===== config.mk =====
export PLATFORM = sky130hd
export DESIGN_NAME = sram_test_sequencer
export DESIGN_NICKNAME = d
export VERILOG_FILES = /design/src/rtl/sram_test_sequencer.sv
export SDC_FILE = /design/constraint.sdc
export NUM_CORES = 1
export LEC_CHECK = 0
export BUFFER_PORTS_ARGS = -buffer_cell sky130_fd_sc_hd__buf_2
export CAP_MARGIN = 20
export CORE_UTILIZATION = 62
export DETAILED_ROUTE_END_ITERATION = 12
export PLACE_DENSITY = 0.94
export SLEW_MARGIN = 20
export SYNTH_ARGS = -nofsm -noshare
export SYNTH_HDL_FRONTEND = slang
export SYNTH_SLANG_ARGS = --single-unit

===== constraint.sdc =====
create_clock -name i_clk -period 4.73 [get_ports i_clk]
set_input_delay 0.946 -clock i_clk [delete_from_list [all_inputs] [get_ports i_clk]]
set_output_delay 0.946 -clock i_clk [all_outputs]
set_load 0.01 [all_outputs]

===== src/rtl/sram_test_sequencer.sv =====
// sram_test_sequencer: two-pass write/read-back memory test master for the SRAM controller.
// Pass 0 writes/checks pat(a); pass 1 writes/checks ~pat(a) over 0..LAST_ADDR.
// Optional feature macro: SRAM_SEQ_TIMEOUT_EN (ack watchdog plus o_timeout output).
module sram_test_sequencer #(
  parameter int unsigned AW        = 20,
  parameter int unsigned DW        = 8,
  parameter int unsigned LAST_ADDR = 2**AW - 1,
  parameter logic [7:0]  SEED      = 8'hA5,
  parameter int unsigned HB_BITS   = 24
) (
  input  logic          i_clk,
  input  logic          i_reset,
  input  logic          i_start,
  output logic          o_req,
  output logic          o_we,
  output logic [AW-1:0] o_addr,
  output logic [DW-1:0] o_wdata,
  input  logic          i_ack,
  input  logic [DW-1:0] i_rdata,
  output logic          o_busy,
  output logic          o_done,
  output logic          o_pass,
  output logic [AW-1:0] o_err_addr,
  output logic [7:0]    o_err_count,
  output logic          o_led
`ifdef SRAM_SEQ_TIMEOUT_EN
  ,
  output logic          o_timeout
`endif
);

  localparam logic [AW-1:0] LAST = AW'(LAST_ADDR);

  typedef enum logic [2:0] {
    S_IDLE, S_WR_REQ, S_WR_WAIT, S_RD_REQ, S_RD_WAIT, S_DONE, S_FAIL
  } state_t;

  state_t              state_q, state_d;
  logic [AW-1:0]       addr_q, addr_d;
  logic                pass_q, pass_d;
  logic                req_q, req_d;
  logic                we_q, we_d;
  logic [AW-1:0]       oaddr_q, oaddr_d;
  logic [DW-1:0]       wdata_q, wdata_d;
  logic                busy_q, busy_d;
  logic                done_q, done_d;
  logic                ok_q, ok_d;
  logic [AW-1:0]       err_addr_q, err_addr_d;
  logic [7:0]          err_cnt_q, err_cnt_d;
  logic                led_q, led_d;
  logic [HB_BITS-1:0]  hb_q, hb_d;
  logic                go_done, go_fail;
  logic [DW-1:0]       exp_c;
`ifdef SRAM_SEQ_TIMEOUT_EN
  logic [15:0]         wd_q, wd_d;
  logic                to_q, to_d;
`endif

  // Test pattern for an address; the second pass uses the full-width inverse.
  function automatic logic [DW-1:0] pat_f(input logic [AW-1:0] a, input logic inv);
    logic [7:0]    p;
    logic [DW-1:0] w;
    p = a[7:0] ^ SEED ^ a[AW-1:AW-8];
    w = DW'(p);
    return inv ? ~w : w;
  endfunction

  assign exp_c = pat_f(addr_q, pass_q);

  // Next-state and registered-output logic.
  always_comb begin
    state_d    = state_q;
    addr_d     = addr_q;
    pass_d     = pass_q;
    req_d      = req_q;
    we_d       = we_q;
    oaddr_d    = oaddr_q;
    wdata_d    = wdata_q;
    busy_d     = busy_q;
    done_d     = done_q;
    ok_d       = ok_q;
    err_addr_d = err_addr_q;
    err_cnt_d  = err_cnt_q;
    led_d      = led_q;
    hb_d       = hb_q;
    go_done    = 1'b0;
    go_fail    = 1'b0;
`ifdef SRAM_SEQ_TIMEOUT_EN
    wd_d       = 16'd0;
    to_d       = to_q;
`endif

    if (busy_q) begin
      hb_d  = hb_q + HB_BITS'(1);
      led_d = hb_q[HB_BITS-1];
    end

    case (state_q)
      S_IDLE, S_DONE, S_FAIL: begin
        if (i_start) begin
          done_d     = 1'b0;
          ok_d       = 1'b0;
          err_cnt_d  = 8'd0;
          err_addr_d = '0;
          pass_d     = 1'b0;
          addr_d     = '0;
          busy_d     = 1'b1;
          hb_d       = '0;
          led_d      = 1'b0;
`ifdef SRAM_SEQ_TIMEOUT_EN
          to_d       = 1'b0;
`endif
          state_d    = S_WR_REQ;
        end
      end
      S_WR_REQ: begin
        req_d   = 1'b1;
        we_d    = 1'b1;
        oaddr_d = addr_q;
        wdata_d = exp_c;
        state_d = S_WR_WAIT;
      end
      S_WR_WAIT: begin
        if (i_ack) begin
          req_d = 1'b0;
          if (addr_q == LAST) begin
            addr_d  = '0;
            state_d = S_RD_REQ;
          end else begin
            addr_d  = addr_q + AW'(1);
            state_d = S_WR_REQ;
          end
        end
`ifdef SRAM_SEQ_TIMEOUT_EN
        else if (wd_q == 16'hFFFE) begin
          err_addr_d = addr_q;
          err_cnt_d  = 8'hFF;
          to_d       = 1'b1;
          go_fail    = 1'b1;
        end else begin
          wd_d = wd_q + 16'd1;
        end
`endif
      end
      S_RD_REQ: begin
        req_d   = 1'b1;
        we_d    = 1'b0;
        oaddr_d = addr_q;
        state_d = S_RD_WAIT;
      end
      S_RD_WAIT: begin
        if (i_ack) begin
          req_d = 1'b0;
          if (i_rdata != exp_c) begin
            if (err_cnt_q == 8'd0) err_addr_d = addr_q;
            if (err_cnt_q != 8'hFF) err_cnt_d = err_cnt_q + 8'd1;
          end
          if (addr_q == LAST) begin
            if (!pass_q) begin
              pass_d  = 1'b1;
              addr_d  = '0;
              state_d = S_WR_REQ;
            end else if (err_cnt_d == 8'd0) begin
              go_done = 1'b1;
            end else begin
              go_fail = 1'b1;
            end
          end else begin
            addr_d  = addr_q + AW'(1);
            state_d = S_RD_REQ;
          end
        end
`ifdef SRAM_SEQ_TIMEOUT_EN
        else if (wd_q == 16'hFFFE) begin
          err_addr_d = addr_q;
          err_cnt_d  = 8'hFF;
          to_d       = 1'b1;
          go_fail    = 1'b1;
        end else begin
          wd_d = wd_q + 16'd1;
        end
`endif
      end
      default: state_d = S_IDLE;
    endcase

    // Common completion: LED goes steady on for pass, off for fail.
    if (go_done || go_fail) begin
      state_d = go_done ? S_DONE : S_FAIL;
      req_d   = 1'b0;
      busy_d  = 1'b0;
      done_d  = 1'b1;
      ok_d    = go_done;
      led_d   = go_done;
    end
  end

  // State and output registers with synchronous reset.
  always_ff @(posedge i_clk) begin
    if (i_reset) begin
      state_q    <= S_IDLE;
      addr_q     <= '0;
      pass_q     <= 1'b0;
      req_q      <= 1'b0;
      we_q       <= 1'b0;
      oaddr_q    <= '0;
      wdata_q    <= '0;
      busy_q     <= 1'b0;
      done_q     <= 1'b0;
      ok_q       <= 1'b0;
      err_addr_q <= '0;
      err_cnt_q  <= 8'd0;
      led_q      <= 1'b0;
      hb_q       <= '0;
`ifdef SRAM_SEQ_TIMEOUT_EN
      wd_q       <= 16'd0;
      to_q       <= 1'b0;
`endif
    end else begin
      state_q    <= state_d;
      addr_q     <= addr_d;
      pass_q     <= pass_d;
      req_q      <= req_d;
      we_q       <= we_d;
      oaddr_q    <= oaddr_d;
      wdata_q    <= wdata_d;
      busy_q     <= busy_d;
      done_q     <= done_d;
      ok_q       <= ok_d;
      err_addr_q <= err_addr_d;
      err_cnt_q  <= err_cnt_d;
      led_q      <= led_d;
      hb_q       <= hb_d;
`ifdef SRAM_SEQ_TIMEOUT_EN
      wd_q       <= wd_d;
      to_q       <= to_d;
`endif
    end
  end

  assign o_req       = req_q;
  assign o_we        = we_q;
  assign o_addr      = oaddr_q;
  assign o_wdata     = wdata_q;
  assign o_busy      = busy_q;
  assign o_done      = done_q;
  assign o_pass      = ok_q;
  assign o_err_addr  = err_addr_q;
  assign o_err_count = err_cnt_q;
  assign o_led       = led_q;
`ifdef SRAM_SEQ_TIMEOUT_EN
  assign o_timeout   = to_q;
`endif

endmodule

==> results of run 1 <==
## stage by stage
step                      instance area [sq um]  hold slack (ns)  instances  utilization, %  power (mW)
after global routing                       5830            0.481        783            70.7        1.82
final                                      5830            0.457        783            70.7        1.76
after CTS                                  5830            0.458        783            70.7        1.76
after detailed placement                   5620            0.446        769            68.1        1.15
after global placement                     5620            0.437        769            68.1        1.15
after floorplan                            5310            0.459        633               -        1.11
## cell type report
type | instances | area share, %
clock buffers | 11 | 2.42
clock inverters | 3 | 1.18
inverters | 8 | 0.515
multi-input cells | 469 | 49.1
flip-flops and latches | 110 | 37.7
well taps | 105 | 2.25
repair buffers | 77 | 6.78
## layer usage
layer	GRT usage [%]	vias up	wire length, microns
met4	11.1	0	270
met3	5.88	35	1060
met1	39.1	2229	5390
met5	0	-	0
met2	51.3	258	6110
li1	-	2264	-
## Yosys cell counts, drive strengths merged (2+ instances only)
cell type  instances  area [sq um]
dfxtp            110          2200
nand2             92           345
nor2              90           338
a21oi             48           252
clkbuf            29           109
xnor2             29           254
nand3             23           115
xor2              21           184
a22oi             20           200
buf               17           104
nor3              16          90.1
and3              15          93.8
o21ai             14          70.1
nand4             11          68.8
a211oi            10          80.1
inv                7          26.3
nor2b              7          51.3
a31oi              6          37.5
and4               4          35.0
ha                 4          50.1
nand2b             4          25.0
or3                4          25.0
xor3               4          95.1
a21o               3          22.5
a311oi             3          26.3
a31o               3          26.3
a41oi              3          26.3
nor4               3          18.8
o41ai              3          33.8
or2                3          18.8
a41o               2          20.0
and2               2          15.0
mux2i              2          20.0
nor3b              2          15.0
or3b               2          17.5
xnor3              2          45.0
## layout by cell type, fill, tap and decap left out, types with 6 or more instances in the layout
cell type  instances
nand2_1           92
nand3_1           23
a21oi_1           47
a31oi_1            6
clkbuf_8          10
buf_2             73
nor2b_1            6
and3_1            15
a22oi_2           10
nand4_1           11
inv_1              7
a22oi_1           10
nor3_1            14
xor2_1            21
dfxtp_1          110
a211oi_1           9
o21ai_0           11
nor2_1            90
xnor2_1           29
## worst max-delay path, delay by kind of cell (launching register included)
kind            cells  cell delay (ns)
compound gates      3             1.06
simple gates        3             0.54
xor+xnor            2             0.72
flops               1             0.91
## flip-flops by register name, indices dropped and copies added, names as in the netlist, 3 cells and up
signal,count
state_q,3
addr_q,20
hb_q,24
o_err_count,8
o_addr,20
o_wdata,8
o_err_addr,20
## power by group through the flow
| stage | Combinational (mW) | Clock (mW) | Sequential [mW] |
|---|---|---|---|
| finish | 0.179 | 0.620 | 0.960 |
| global route | 0.195 | 0.663 | 0.962 |
| CTS | 0.176 | 0.623 | 0.959 |
| detailed placement | 0.174 | 0 | 0.980 |
| global placement | 0.167 | 0 | 0.979 |
| floorplan | 0.136 | 0 | 0.971 |
## final timing paths
| check | startpoint | end | slack (ns) |
|---|---|---|---|
| setup / recovery | pass_q$_SDFFE_PP0P_ | o_err_addr[7]$_SDFFE_PP0P_ | 1.42 |
| hold / removal | o_addr[9]$_SDFFE_PP0P_ | o_addr[9]$_SDFFE_PP0P_ | 0.46 |
| setup reg to reg | pass_q$_SDFFE_PP0P_ | o_err_addr[7]$_SDFFE_PP0P_ | 1.42 |
| hold reg to reg | o_addr[9]$_SDFFE_PP0P_ | o_addr[9]$_SDFFE_PP0P_ | 0.46 |
## kinds of logic after synthesis
group | Yosys count | synth area share, %
mux | 3 | 0.589
flops | 110 | 41.5
simple gates | 283 | 24.9
fa+ha+maj | 4 | 0.943
buf+inv | 54 | 4.57
compound gates | 123 | 16.7
xor+xnor | 56 | 10.9
==> impl_metrics.toml, run 1 <==
[pwr]
p_int_mw = 1.31
p_sw_mw = 0.452
power_frac_comb_pct = 10.2
swShare_pct = 25.7
clockPowerShare_pct = 35.2
ir_worst_vdd_uv = 173
pwr-share-seq_pct = 54.6
power-per-cell-area_nw_per_um2 = 301
power.leakage_nw = 2.21

[cells_and_area]
multiInputGateArea_sq_um = 2870
area_growth_syn_to_layout_pct = 9.87
layout-drive-gt1-share_pct = 17.3
regArea_sq_um = 2200
nets = 691
fillers = 632
antenna_cells = 0

[setup_path]
crit_required_ns = 5.04
cp_data_arrival_time_ns = 3.61
crit_type = "reg2reg"
cp_max_fo = 20
crit_path_max_incr_delay_ns = 0.91
start_kind = "flop"
worstSetupEndpointType = "flop"
cp_slowest_cell = "dfxtp_1"
cp_cell_sequence = "xnor3_1, xor2_1, and4b_1, o211ai_4, nand2b_1, a21o_1, a22oi_1, nor2_1"
worstRegToRegCells = 8

[synth]
synth-edff-count = 0
syn_inst = 633
synth.yosys.seq_area_share_pct = 41.5
syn_area_sq_um = 5310
async_flop_share_pct = 0
ys_seq_elements = 110
yosysUniqueCellTypes = 64
yosysWarnings = 0
synthFlopType = "dfxtp_1"
syn-num-nets = 649
synth.avg_cell_area_sq_um = 8.39

[timing]
tightest_slew_ns = 0.949
hold_viol_final = 0
fin_skew_ns = 0.0116
min_period_ns = 3.31
slew_viol_final = 0
rsz0062_at_grt = "no"
max_freq_mhz = 302
setup_ws_ns = 1.42
tns_ns = 0
maxSlewHeadroom_pct = 36.7
setup_violations = 0
timing.final.crit_share_pct = 69.9

[detailed_routing]
vias_per_cell = 6.11
wl_microns = 12800
num_vias = 4786
dr.first_iter.drc_count = 441
wire_per_inst_microns = 16.4
first_pass_iters = 5
drc_errors = 0
ant_nets = 0

[clock_network]
numCtsBuffers = 9
htree_levels = 3
clock_path_buffers = 2
path_clk_slew_ns = 0.10
cts.hold.buffers_added = 0
cts_resized = 0
clkLatencyLatePin_ns = 0.38
cts_tree = "yes"
cts_sinks = 110
clock_tree.root_cell = "clkbuf_8"
post_cts_buffers = 0

[floorplanning]
core_sq_um = 8260
die_area_sq_um = 8940
die_y_microns = 94.5
die_w_microns = 94.5
initial_core_util_pct = 64.3
num_rows = 33
boundaryPins = 74

[hold_path]
whs_path_depth = 2
hold_class = "reg2reg"

[global_route]
grt_pass1_vias = 4656
grt_pass1_wl_microns = 21500
grt_max_degree = 67
grt.overflow.total = 0
grt_usage_pct = 30.6
antenna_found_initial = 0

[place]
gp_congestion = 0.872
numPortBuffers = 73
pre_cts_slack_ns = 1.43
place_hpwl_microns = 8980

[outcome]
status = "finished clean"

[flow_run]
max-cap-violations = 0
(Power assumes the default switching activity.)
==> inputs of run 2 (changes only) <==
--- a/config.mk
+++ b/config.mk
@@ -7,9 +7,9 @@
 export LEC_CHECK = 0
 export BUFFER_PORTS_ARGS = -buffer_cell sky130_fd_sc_hd__buf_2
 export CAP_MARGIN = 20
-export CORE_UTILIZATION = 62
+export CORE_UTILIZATION = 57
 export DETAILED_ROUTE_END_ITERATION = 12
-export PLACE_DENSITY = 0.94
+export PLACE_DENSITY = 0.88
 export SLEW_MARGIN = 20
 export SYNTH_ARGS = -nofsm -noshare
 export SYNTH_HDL_FRONTEND = slang
==> constraint.sdc (replaced) <==
create_clock -name i_clk -period 3.3 [get_ports i_clk]
set_input_delay 0.66 -clock i_clk [delete_from_list [all_inputs] [get_ports i_clk]]
set_output_delay 0.66 -clock i_clk [all_outputs]
set_load 0.01 [all_outputs]
==> run 2 against run 1 <==
Compared with the run above:
- final cell count is 1.8% higher
- the flow now finishes with violations (design-rule violations)
- highest routed layer unchanged
- critical path type unchanged
- non-clock buffer count is 11 higher
- maximum frequency is 16% higher
==> impl_metrics.toml, run 2 (synthesis gave the netlist of run 1 again) <==
[floorplanning]
die_area_sq_um = 9710
die_w_microns = 98.5
num_rows = 34
core_sq_um = 8890
die_y_microns = 98.5
initial_core_util_pct = 59.7
boundaryPins = 74

[flow_run]
max-cap-violations = 0

[setup_path]
cp_data_arrival_time_ns = 3.17
cp_slowest_cell = "dfxtp_1"
cp_max_fo = 19
worstSetupPathDepth = 8
worstRegToRegCells = 8
worstSetupEndpointType = "flop"
worstSetupStartpoint = "pass_q$_SDFFE_PP0P_"
crit_required_ns = 3.61
cp_top_family = "simple AND/OR/NAND/NOR gates"
path_buf_inv = 0
crit_path_max_incr_delay_ns = 0.66
worstReg2RegStart = "pass_q$_SDFFE_PP0P_"
crit_type = "reg2reg"
start_kind = "flop"
cp_cell_sequence = "xnor3_1, xor2_1, and4b_1, o211ai_4, and2_4, nor2b_4, a22oi_1, nor2_1"

[clock_network]
cts_tree = "yes"
path_clk_slew_ns = 0.10
cts_sinks = 110
clkLatencyLatePin_ns = 0.38
clock_tree.root_cell = "clkbuf_8"
htree_levels = 3
cts_resized = 0
numCtsBuffers = 9
cts.hold.buffers_added = 0
clock_path_buffers = 2
post_cts_buffers = 0

[cells_and_area]
largest_register_ff_count = 24
antenna_cells = 0
multiInputGateArea_sq_um = 2870
regArea_sq_um = 2200
mostFrequentLayoutCells = "dfxtp_1 (110), nand2_1 (92), nor2_1 (90)"
fillers = 739
area_growth_syn_to_layout_pct = 11.3
nets = 702
layout-drive-gt1-share_pct = 18.9
max_flop_register = "hb_q"
layout_commonest_cell = "dfxtp_1"
postLayoutCoreUtil_pct = 66.5

[global_route]
grt_max_degree = 67
grt_pass1_vias = 4630
grt_pass1_wl_microns = 22400
grt.overflow.total = 0
grt_usage_pct = 28.7
antenna_found_initial = 0

[detailed_routing]
num_vias = 4798
vias_per_cell = 6.02
wire_per_inst_microns = 16.3
dr.first_iter.drc_count = 499
wl_microns = 13000
ant_nets = 0
drc_errors = 3
first_pass_iters = 12

[outcome]
status = "complete, but fails checks"
violations = "design-rule violations"

[pwr]
power-per-cell-area_nw_per_um2 = 416
power.leakage_nw = 2.26
ir_worst_vdd_uv = 261
finalPower_mw = 2.46

[timing]
timing.final.crit_share_pct = 86.5
setup_violations = 0
min_period_ns = 2.86
tightest_slew_ns = 0.817
holdWs_ns = 0.458
slew_viol_final = 0
tns_ns = 0
setup_ws_ns = 0.444
rsz0062_at_grt = "no"
max_freq_mhz = 350
fin_skew_ns = 0.0130
hold_viol_final = 0
maxSlewHeadroom_pct = 45.4

[hold_path]
hold_class = "reg2reg"
worstHoldStart = "o_addr[12]$_SDFFE_PP0P_"
whs_path_depth = 2

[place]
place_hpwl_microns = 9160
numPortBuffers = 73
pre_cts_slack_ns = 0.467
gp_congestion = 0.872
-- run 2: metal layers --
| metal | global-route usage [%] | routed length [microns] | up-vias |
|---|---|---|---|
| li1 | - | - | 2291 |
| met4 | 12.6 | 369 | 0 |
| met2 | 47.2 | 6130 | 203 |
| met3 | 4.47 | 868 | 38 |
| met1 | 37.5 | 5590 | 2266 |
| met5 | 0 | 0 | - |
-- run 2: worst min-delay path, stage by stage, from the launching register on --
cell     delay (ns)
dfxtp_1        0.32
nand2_1        0.05
a21oi_1        0.05
-- run 2: where the power goes --
| group | internal, mW | switching [mW] |
|---|---|---|
| Clock | 0.369 | 0.450 |
| Combinational | 0.0888 | 0.178 |
| Sequential | 1.35 | 0.0281 |
| Total | 1.80 | 0.656 |
-- run 2: final cells by class --
class                      count  area share [%]
clock buffer                  10            2.33
clock inverter                 4           0.932
inverter                       8           0.508
multi-input combinational    469            48.6
sequential                   110            37.3
tap                          108            2.29
timing repair buffer          88            8.09
-- run 2: path summary, 6_finish.rpt --
path              slack, ns                          to
hold reg to reg        0.46     o_addr[12]$_SDFFE_PP0P_
hold / removal         0.46     o_addr[12]$_SDFFE_PP0P_
setup / recovery       0.44  o_err_addr[5]$_SDFFE_PP0P_
setup reg to reg       0.44  o_err_addr[5]$_SDFFE_PP0P_
-- run 2: metrics by stage --
stage	std cells	area, sq um
floorplan	633	5310
global placement	783	5710
detailed placement	783	5710
CTS	797	5900
global route	797	5910
finish	797	5910
